**src/rtl/mult_pkg.sv**
```systemverilog
// Shared definitions for the pipelined array multiplier and its product accumulator.
package mult_pkg;

    localparam int WIDTH = 8;

    typedef logic [2*WIDTH-1:0] prod_t;

    // A group of len products of width w each needs this many bits to avoid overflow.
    function automatic int acc_width(input int w, input int len);
        return 2 * w + $clog2(len);
    endfunction

endpackage

```
**src/rtl/product_accumulator_if.sv**
```systemverilog
// Result stream leaving the product accumulator: valid/ready handshake plus status.
interface product_accumulator_if #(
    parameter int ACC_WIDTH = 18,
    parameter int LVL_W     = 3
) ();

    logic                 out_valid;
    logic                 out_ready;
    logic [ACC_WIDTH-1:0] out_sum;
    logic                 dropped;
    logic [LVL_W-1:0]     level;

    modport master (
        output out_valid,
        output out_sum,
        output dropped,
        output level,
        input  out_ready
    );

    modport slave (
        input  out_valid,
        input  out_sum,
        input  dropped,
        input  level,
        output out_ready
    );

endinterface

```
**src/rtl/result_fifo.sv**
```systemverilog
// Circular-buffer result FIFO with a registered head; a push into a full FIFO
// is accepted when the head is popped in the same cycle.
module result_fifo #(
    parameter int DATA_WIDTH = 18,
    parameter int DEPTH      = 4,
    parameter int LVL_W      = $clog2(DEPTH + 1)
) (
    input  logic                  clock,
    input  logic                  reset_n,
    input  logic                  push,
    input  logic [DATA_WIDTH-1:0] push_data,
    input  logic                  pop_ready,
    output logic                  accept,
    output logic                  out_valid,
    output logic [DATA_WIDTH-1:0] out_data,
    output logic [LVL_W-1:0]      level
);

    localparam int PTR_W = (DEPTH > 1) ? $clog2(DEPTH) : 1;

    logic [DATA_WIDTH-1:0] mem [DEPTH];
    logic [PTR_W-1:0]      wr_ptr, rd_ptr, rd_next;
    logic [LVL_W-1:0]      level_next;
    logic [DATA_WIDTH-1:0] head_next;
    logic                  pop;

    function automatic logic [PTR_W-1:0] ptr_inc(input logic [PTR_W-1:0] p);
        return (p == PTR_W'(DEPTH - 1)) ? '0 : p + 1'b1;
    endfunction

    always_comb begin
        pop        = out_valid && pop_ready;
        accept     = push && ((level < LVL_W'(DEPTH)) || pop);
        rd_next    = pop ? ptr_inc(rd_ptr) : rd_ptr;
        level_next = level + LVL_W'(accept) - LVL_W'(pop);
        head_next  = out_data;
        // The new head may be the entry being written this very cycle.
        if (level_next != '0) begin
            if (accept && (wr_ptr == rd_next)) begin
                head_next = push_data;
            end else begin
                head_next = mem[rd_next];
            end
        end
    end

    always_ff @(posedge clock) begin
        if (accept) begin
            mem[wr_ptr] <= push_data;
        end
    end

    always_ff @(posedge clock or negedge reset_n) begin
        if (!reset_n) begin
            wr_ptr    <= '0;
            rd_ptr    <= '0;
            level     <= '0;
            out_valid <= 1'b0;
            out_data  <= '0;
        end else begin
            if (accept) begin
                wr_ptr <= ptr_inc(wr_ptr);
            end
            rd_ptr    <= rd_next;
            level     <= level_next;
            out_valid <= (level_next != '0);
            out_data  <= head_next;
        end
    end

endmodule

```
**src/rtl/product_accumulator.sv**
```systemverilog
// Sums each group of LEN multiplier products and queues the results; the
// multiplier cannot stall, so a result with no room is dropped and flagged.
module product_accumulator
    import mult_pkg::*;
#(
    parameter int WIDTH     = mult_pkg::WIDTH,
    parameter int LEN       = 4,
    parameter int ACC_WIDTH = acc_width(WIDTH, LEN),
    parameter int DEPTH     = 4
) (
    input  logic                 clock,
    input  logic                 reset_n,
    input  logic [2*WIDTH-1:0]   P,
    input  logic                 done,
    input  logic                 clear,
    product_accumulator_if.master res
);

    localparam int CNT_W = (LEN > 1) ? $clog2(LEN) : 1;
    localparam int LVL_W = $clog2(DEPTH + 1);

    logic [CNT_W-1:0]     count, eff_count;
    logic [ACC_WIDTH-1:0] acc, addend_base, sum;
    logic                 push, accept, drop, dropped_q;

    always_comb begin
        // A clear in the same cycle as done makes this product the first of a new group.
        eff_count   = clear ? '0 : count;
        addend_base = (eff_count == '0) ? '0 : acc;
        sum         = addend_base + ACC_WIDTH'(P);
        push        = done && (eff_count == CNT_W'(LEN - 1));
        drop        = push && !accept;
    end

    always_ff @(posedge clock or negedge reset_n) begin
        if (!reset_n) begin
            count     <= '0;
            acc       <= '0;
            dropped_q <= 1'b0;
        end else begin
            if (done) begin
                if (push) begin
                    count <= '0;
                end else begin
                    count <= eff_count + 1'b1;
                    acc   <= sum;
                end
            end else if (clear) begin
                count <= '0;
            end
            if (drop) begin
                dropped_q <= 1'b1;
            end else if (clear) begin
                dropped_q <= 1'b0;
            end
        end
    end

    result_fifo #(
        .DATA_WIDTH (ACC_WIDTH),
        .DEPTH      (DEPTH),
        .LVL_W      (LVL_W)
    ) u_fifo (
        .clock     (clock),
        .reset_n   (reset_n),
        .push      (push),
        .push_data (sum),
        .pop_ready (res.out_ready),
        .accept    (accept),
        .out_valid (res.out_valid),
        .out_data  (res.out_sum),
        .level     (res.level)
    );

    assign res.dropped = dropped_q;

endmodule

```
**src/flat_wrapper.sv**
```systemverilog
// flat-port wrapper written by rule: the top's interface ports become plain ports
module product_accumulator_flat import mult_pkg::*;
#(
    parameter int WIDTH     = mult_pkg::WIDTH,
    parameter int LEN       = 4,
    parameter int ACC_WIDTH = acc_width(WIDTH, LEN),
    parameter int DEPTH     = 4
)
  (clock, reset_n, P, done, clear, res_out_valid, res_out_sum, res_dropped, res_level, res_out_ready);
  product_accumulator_if #(.ACC_WIDTH(ACC_WIDTH), .LVL_W(3)) res_i ();
  input  logic clock;
  input  logic reset_n;
  input  logic [2*WIDTH-1:0] P;
  input  logic done;
  input  logic clear;
  output wire logic [$bits(res_i.out_valid)-1:0] res_out_valid;
  output wire logic [$bits(res_i.out_sum)-1:0] res_out_sum;
  output wire logic [$bits(res_i.dropped)-1:0] res_dropped;
  output wire logic [$bits(res_i.level)-1:0] res_level;
  input wire logic [$bits(res_i.out_ready)-1:0] res_out_ready;
  assign res_out_valid = res_i.out_valid;
  assign res_out_sum = res_i.out_sum;
  assign res_dropped = res_i.dropped;
  assign res_level = res_i.level;
  assign res_i.out_ready = res_out_ready;
  product_accumulator #(.WIDTH(WIDTH), .LEN(LEN), .ACC_WIDTH(ACC_WIDTH), .DEPTH(DEPTH)) u_core (.clock(clock), .reset_n(reset_n), .P(P), .done(done), .clear(clear), .res(res_i));
endmodule
```
**config.mk**
```make
export PLATFORM = sky130hd
export DESIGN_NAME = product_accumulator_flat
export DESIGN_NICKNAME = d
export VERILOG_FILES = /design/src/rtl/mult_pkg.sv /design/src/rtl/product_accumulator_if.sv /design/src/rtl/result_fifo.sv /design/src/rtl/product_accumulator.sv /design/src/flat_wrapper.sv
export SDC_FILE = /design/constraint.sdc
export NUM_CORES = 1
export LEC_CHECK = 0
export BUFFER_PORTS_ARGS = -buffer_cell sky130_fd_sc_hd__buf_4
export CORE_MARGIN = 4
export CORE_UTILIZATION = 56
export CTS_CLUSTER_SIZE = 10
export DETAILED_ROUTE_END_ITERATION = 8
export MAX_ROUTING_LAYER = met4
export PLACE_DENSITY = 0.72
export SYNTH_ARGS = -nofsm -noshare
export SYNTH_HDL_FRONTEND = slang
export SYNTH_SLANG_ARGS = --single-unit
```
**constraint.sdc**
```tcl
create_clock -name clock -period 4.5 [get_ports clock]
set_input_delay 0.225 -clock clock [delete_from_list [all_inputs] [get_ports clock]]
set_output_delay 0.225 -clock clock [all_outputs]
set_load 0.1 [all_outputs]
```
==> results of run 1 <==
[cell usage in the layout (no fill, tap or decap), drive strengths merged, types with 4 or more instances in the layout]
master and count:
a22oi 4, nand4 5, xor2 5, a311oi 11, xnor2 15, dfrtp 47
mux2 11, nand2b 7, nor3 8, a31oi 9, clkinvlp 5, clkbuf 17
buf 48, edfxtp 72, nor2b 18, o21ai 29, a21oi 25, a21o 7
clkinv 7, nor2 15, ha 25, and2 6, o211ai 5, inv 29
nand2 96, and3 13, nand3 5, mux2i 5
[kinds of logic (layout without fill, tap and decap cells)]
| kind of cell | count (synthesis) | in the layout |
|---|---|---|
| buffers and inverters | 54 | 110 |
| multiplexers | 19 | 19 |
| adder cells (fa/ha/maj) | 27 | 27 |
| XOR/XNOR | 20 | 20 |
| AND/OR/NAND/NOR | 176 | 176 |
| AO/OA/AOI/OAI | 103 | 103 |
| flip-flops | 119 | 119 |
[critical path: stages]
cell and delay (ns):
dlygate4sd3_1 0.55, buf_4 0.15, nand2b_1 0.17, inv_1 0.08, ha_1 0.16, nand2_1 0.11, a21oi_2 0.26, inv_2 0.09
ha_1 0.30, inv_1 0.06, ha_1 0.13, inv_1 0.05, fa_1 0.37, xnor2_1 0.20, xnor2_1 0.13, nor3_2 0.49
inv_1 0.33, and3_1 0.26, mux2i_1 0.13, nand2_1 0.08
[stage by stage]
step	total power, W	cells	util	setup slack (ns)
floorplan	0.00356	518	-	0.591
CTS	0.00539	707	0.684	0.625
global route	0.00568	707	0.684	0.209
global placement	0.00408	672	0.626	0.937
detailed placement	0.00414	672	0.626	0.748
finish	0.00537	707	0.684	0.570
[repair_timing]
item	CTS	global route
resized for setup	0	0
hold buffers	3	0
setup buffers	0	0
endpoints found under the hold margin	50	0
endpoints found under the setup margin	0	0
[final cells by class]
type / count / area [um2] / area share
Clock inverter: 15 / 131 / 0.0193
Inverter: 27 / 101 / 0.0149
Tap cell: 133 / 166 / 0.0244
Sequential cell: 119 / 3340 / 0.490
Multi-Input combinational cell: 345 / 2270 / 0.333
Timing Repair Buffer: 51 / 390 / 0.0573
Clock buffer: 17 / 414 / 0.0608
[power breakdown]
group,switching (W),internal (W),total (W)
registers,0.000134,0.00145,0.00159
clock network,0.000497,0.000731,0.00123
logic,0.00180,0.000757,0.00256
[sequential cells by signal, indices dropped and copies added, names as in the netlist]
| name | count |
|---|---|
| u_core.acc | 18 |
| u_core.count | 2 |
| u_core.res.dropped | 1 |
| u_core.u_fifo.level | 3 |
| u_core.u_fifo.mem | 72 |
| u_core.u_fifo.out_data | 18 |
| u_core.u_fifo.out_valid | 1 |
| u_core.u_fifo.rd_ptr | 2 |
| u_core.u_fifo.wr_ptr | 2 |
[per-layer routing]
layer | up-vias | part of all wire
met4 | 0 | 0.012
met1 | 2003 | 0.45
met2 | 185 | 0.47
met3 | 17 | 0.068
li1 | 1936 | -
met5 | - | 0
[worst paths after layout]
kind	start	endpoint	cells past startpoint
setup / recovery	clear	u_core.u_fifo.out_data[14]	20
setup reg to reg	u_core.count[0]	u_core.u_fifo.out_data[14]	17
max in group asynchronous	reset_n	u_core.acc[13]	2
min in group asynchronous	reset_n	u_core.u_fifo.level[1]	2
hold / removal	P[0]	u_core.u_fifo.mem[0][0]	2
hold reg to reg	u_core.acc[5]	u_core.acc[5]	2
==> impl_metrics.json, run 1 <==
{
  "place_area_um2": 6240,
  "yosys.cell_count.top_type": "nand2_1",
  "synthAdderAreaFrac": 0.0607,
  "crit_type": "input port to flip-flop",
  "clockRootBuffer": "clkbuf_8",
  "die_w_um": 110,
  "core_um2": 9950,
  "diodes": 0,
  "top_usage_layer": "met2",
  "fmaxAchievable_ghz": 0.254,
  "hp-class": "input port to flip-flop",
  "synth_xor_area_frac": 0.0301,
  "ys_types": 48,
  "cp.arrival_ns": 4.33,
  "seq_area_frac_synth": 0.574,
  "die_height_um": 110,
  "report.final.slew_viol_count": 0,
  "clk_latency_ns": 0.52,
  "outcome": "finished clean",
  "rsz0062_at_grt": "no",
  "synth-compound-area-share": 0.112,
  "met3_usage": 0.0499,
  "setup.worst_path.end_class": "flip-flop",
  "antenna_found_initial": 0,
  "cp_data_required_time_ns": 4.90,
  "cts_tree": "done",
  "fin_area_um2": 6810,
  "skew_ns": 0.0119,
  "p_leak_nw": 2.79,
  "cp_max_fo": 11,
  "vias": 4141,
  "period_needed_ns": 3.93,
  "drt_iter0_drc": 332,
  "yosys.area.top_type": "edfxtp_1",
  "netlist_instances": 518,
  "slew_headroom": 0.315,
  "finalSetupTns_ns": 0,
  "final_layout_size_suffix_gt1_frac": 0.178,
  "synth_nets": 566,
  "grt_max_degree": 48,
  "synth_top_area_frac": 0.372,
  "p_per_area_nw_per_um2": 789,
  "fin_nets": 609,
  "hold_viol": 0,
  "drv_cap": 0,
  "grt_pass1_vias": 4051,
  "synthTopCellsByArea": "edfxtp_1 (37%), dfrtp_1 (20%), nand2_1 (6.1%), ha_1 (5.4%), xnor2_1 (2.3%)",
  "synth_flop_cell": "edfxtp_1",
  "place_congestion": 0.867,
  "numCtsBuffers": 17,
  "vdd_drop_max_mv": 0.574,
  "cts_htree_levels": 4,
  "dr.pass1.iters": 5,
  "syn-mean-instance-area_um2": 11.2,
  "routed_wl_um": 12800,
  "ys.warnings.count": 0,
  "die_area_um2": 12100,
  "netlist_top_cells_count": "nand2_1 (95), edfxtp_1 (72), dfrtp_1 (47)",
  "grt_pass1_wl_um": 20400,
  "worst-r2r-setup-slack_ns": 0.68,
  "synth_mux_area_frac": 0.0458,
  "grt_usage": 0.235,
  "io_buffers": 43,
  "tightest_slew_ns": 1.03,
  "synthToLayoutAreaGrowth_pct": 17.1,
  "yosys_register_bits": 119,
  "clk_transition_reported_paths_ns": 0.06,
  "start_util": 0.584,
  "ys_async_sr_fraction": 0.395,
  "synth_top_family_by_area": "simple AND/OR/NAND/NOR gates",
  "num_rows": 36,
  "cts_buffer_depth": 2,
  "ant_nets": 0,
  "grtUsageMet2": 0.349,
  "dp_hpwl_um": 8190,
  "fin_crit_sh": 0.873,
  "routed_via_density": 5.86,
  "final.fill_count": 709,
  "io-pin-count": 44,
  "cp-start-kind": "input port",
  "routedWlPerCell_um": 18.0,
  "finalSetupViolations": 0,
  "timing.hold.ws_ns": 0.174,
  "clock-sinks": 119,
  "drc": 0,
  "grt_use_met1": 0.323,
  "synth.cell_area_um2": 5820,
  "yosys.area_share.simple": 0.141,
  "grt_overflow": 0,
  "synth-edff-count": 72
}
Note: power is estimated with default switching activity, not from simulation.
==> inputs of run 2 (changes only) <==
--- a/config.mk
+++ b/config.mk
@@ -5,13 +5,16 @@
 export SDC_FILE = /design/constraint.sdc
 export NUM_CORES = 1
 export LEC_CHECK = 0
+export ABC_AREA = 1
 export BUFFER_PORTS_ARGS = -buffer_cell sky130_fd_sc_hd__buf_4
 export CORE_MARGIN = 4
 export CORE_UTILIZATION = 56
 export CTS_CLUSTER_SIZE = 10
 export DETAILED_ROUTE_END_ITERATION = 8
+export GPL_TIMING_DRIVEN = 0
 export MAX_ROUTING_LAYER = met4
 export PLACE_DENSITY = 0.72
+export REMOVE_ABC_BUFFERS = 1
 export SYNTH_ARGS = -nofsm -noshare
 export SYNTH_HDL_FRONTEND = slang
 export SYNTH_SLANG_ARGS = --single-unit
==> impl_metrics.json, run 2 <==
{
  "final_core_util": 0.687,
  "yosys.cell_count.top_type": "nand2_1",
  "setup.worst_path.end_class": "flip-flop",
  "hold_viol": 0,
  "p_per_area_nw_per_um2": 741,
  "antenna_found_initial": 0,
  "grt_usage": 0.237,
  "cts_tree": "done",
  "synthToLayoutAreaGrowth_pct": 18.1,
  "synthAdderAreaFrac": 0.0583,
  "diodes": 0,
  "period_needed_ns": 4.04,
  "synth_xor_area_frac": 0.0159,
  "fmaxAchievable_ghz": 0.248,
  "skew_ns": 0.00869,
  "grt_overflow": 0,
  "dr.pass1.iters": 5,
  "place_congestion": 0.939,
  "routedWlPerCell_um": 15.6,
  "synth-compound-area-share": 0.0455,
  "grt_pass1_vias": 4598,
  "io-pin-count": 44,
  "yosys.area_share.simple": 0.252,
  "place_ws_ns": -0.397,
  "ys.warnings.count": 0,
  "cp_max_fo": 13,
  "largest_reg_flops": 72,
  "synth_top_area_frac": 0.357,
  "clock-sinks": 119,
  "cp.arrival_ns": 4.49,
  "fin_crit_sh": 0.898,
  "routed_via_density": 5.30,
  "synth_flop_cell": "edfxtp_1",
  "yosys.area.top_type": "edfxtp_1",
  "drv_cap": 0,
  "final_layout_size_suffix_gt1_frac": 0.123,
  "biggestRegsByFlops": "u_core.u_fifo.mem (72), u_core.acc (18), u_core.u_fifo.out_data (18)",
  "timing.hold.ws_ns": 0.132,
  "routed_wl_um": 14000,
  "die_area_um2": 12500,
  "die_height_um": 112,
  "core_um2": 10400,
  "synth_top_family_by_area": "simple AND/OR/NAND/NOR gates",
  "cp-start-kind": "input port",
  "die_w_um": 112,
  "final_common_cell": "nand2_1",
  "numCtsBuffers": 17,
  "report.final.slew_viol_count": 0,
  "start_util": 0.581,
  "io_buffers": 43,
  "finalSetupViolations": 0,
  "seq_area_frac_synth": 0.551,
  "clockRootBuffer": "clkbuf_8",
  "mostFrequentLayoutCells": "nand2_1 (262), inv_1 (87), edfxtp_1 (72)",
  "synthTopCellsByArea": "edfxtp_1 (36%), dfrtp_1 (19%), nand2_1 (16%), nand3_1 (5.8%), inv_1 (5.4%)",
  "syn-mean-instance-area_um2": 8.70,
  "netlist_top_cells_count": "nand2_1 (262), inv_1 (87), edfxtp_1 (72)",
  "finalWorstSetupSlack_ns": 0.460,
  "tightest_slew_ns": 1.21,
  "regMostFlops": "u_core.u_fifo.mem",
  "grt_max_degree": 48,
  "rsz0062_at_grt": "no",
  "grt_pass1_wl_um": 22700,
  "outcome": "finished clean",
  "num_rows": 37,
  "hp-class": "input port to flip-flop",
  "yosys_register_bits": 119,
  "final.fill_count": 814,
  "ys_async_sr_fraction": 0.395,
  "dp_hpwl_um": 9120,
  "p_leak_nw": 3.38,
  "fin_nets": 794,
  "synth-edff-count": 72,
  "slew_headroom": 0.193,
  "crit_type": "input port to flip-flop",
  "synth.cell_area_um2": 6050,
  "vdd_drop_max_mv": 0.380,
  "netlist_instances": 696,
  "cts_htree_levels": 4,
  "ant_nets": 0,
  "cts_buffer_depth": 2,
  "cp_data_required_time_ns": 4.95,
  "ys_types": 31,
  "clk_latency_ns": 0.51,
  "drc": 0,
  "vias": 4744,
  "synth_mux_area_frac": 0,
  "drt_iter0_drc": 248,
  "clk_transition_reported_paths_ns": 0.06
}
[run 2: cell types whose count changed after synthesis, sizes merged, moves of 11 or more]
cell | previous run | this run
mux2 | 11 | 0
and3 | 13 | 0
nand3 | 5 | 71
nand2 | 96 | 263
inv | 27 | 89
a311oi | 11 | 0
clkbuf | 20 | 5
nor2b | 18 | 0
nor2 | 15 | 36
[run 2: critical path, stage by stage]
cell	delay [ns]
dlygate4sd3_1	0.53
buf_4	0.14
nor2_1	0.19
ha_1	0.22
nand2_1	0.09
a21oi_1	0.39
inv_1	0.25
ha_1	0.34
inv_1	0.06
ha_1	0.14
inv_1	0.05
fa_1	0.37
xor2_1	0.16
xnor2_1	0.18
nand2_1	0.21
nor2_2	0.71
nand2_1	0.12
nand2_1	0.10
[run 2: power by group]
group	switching [W]	leakage (nW)	internal [W]	total, W
clock network	0.000495	0.280	0.000847	0.00134
registers	0.0000939	1.21	0.00140	0.00150
logic	0.00183	1.89	0.000627	0.00246
total	0.00242	3.38	0.00288	0.00530
[run 2: timing repair]
item | CTS | global route
endpoints found under the setup margin | 11 | 11
pin swaps | 0 | 1
hold buffers | 3 | 0
buffers inserted | 0 | 1
endpoints found under the hold margin | 50 | 0
gates resized for setup | 1 | 0
cloned | 0 | 1
[run 2: kinds of logic (layout without fill, tap and decap cells)]
kind of cell    count (synthesis)  after routing
flops                         119            119
simple gates                  376            377
compound gates                 52             52
fa+ha+maj                      27             27
xor+xnor                       11             11
buf+inv                       111            173
[run 2: final timing paths]
kind	endpoint	depth (start not counted)	slack (ns)	from
max in group asynchronous	u_core.u_fifo.out_data[13]	2	3.78	reset_n
min in group asynchronous	u_core.u_fifo.level[0]	2	0.29	reset_n
max	u_core.u_fifo.out_data[16]	18	0.46	clear
min reg2reg	u_core.u_fifo.out_data[11]	2	0.48	u_core.u_fifo.out_data[11]
max reg2reg	u_core.u_fifo.out_data[16]	17	0.50	u_core.count[0]
min	u_core.res.dropped	4	0.13	res_out_ready
[run 2: layer usage]
| metal | global-route usage | part of all wire |
|---|---|---|
| met1 | 0.301 | 0.43 |
| met2 | 0.396 | 0.49 |
| met3 | 0.0500 | 0.064 |
| met4 | 0.0537 | 0.011 |
| met5 | - | 0 |
[run 2: per-stage QoR]
| step | power (W) | TNS, ns | instance area (um2) | std cells |
|---|---|---|---|---|
| 6_report | 0.00530 | 0 | 7150 | 895 |
| 4_1_cts | 0.00526 | 0 | 7140 | 893 |
| 2_1_floorplan | 0.00329 | 0 | 5920 | 674 |
| 3_5_place_dp | 0.00390 | -3.69 | 6510 | 858 |
| 5_1_grt | 0.00563 | 0 | 7150 | 895 |
| 3_3_place_gp | 0.00381 | -2.35 | 6410 | 853 |
[run 2: area by class of cell]
cell class                      count  area (um2)  share of cell area
Tap cell                          136         170              0.0238
Timing Repair Buffer               52         435              0.0609
Inverter                           89         334              0.0467
Sequential cell                   119        3340               0.467
Clock inverter                     14         174              0.0243
Multi-Input combinational cell    467        2280               0.319
Clock buffer                       18         418              0.0584
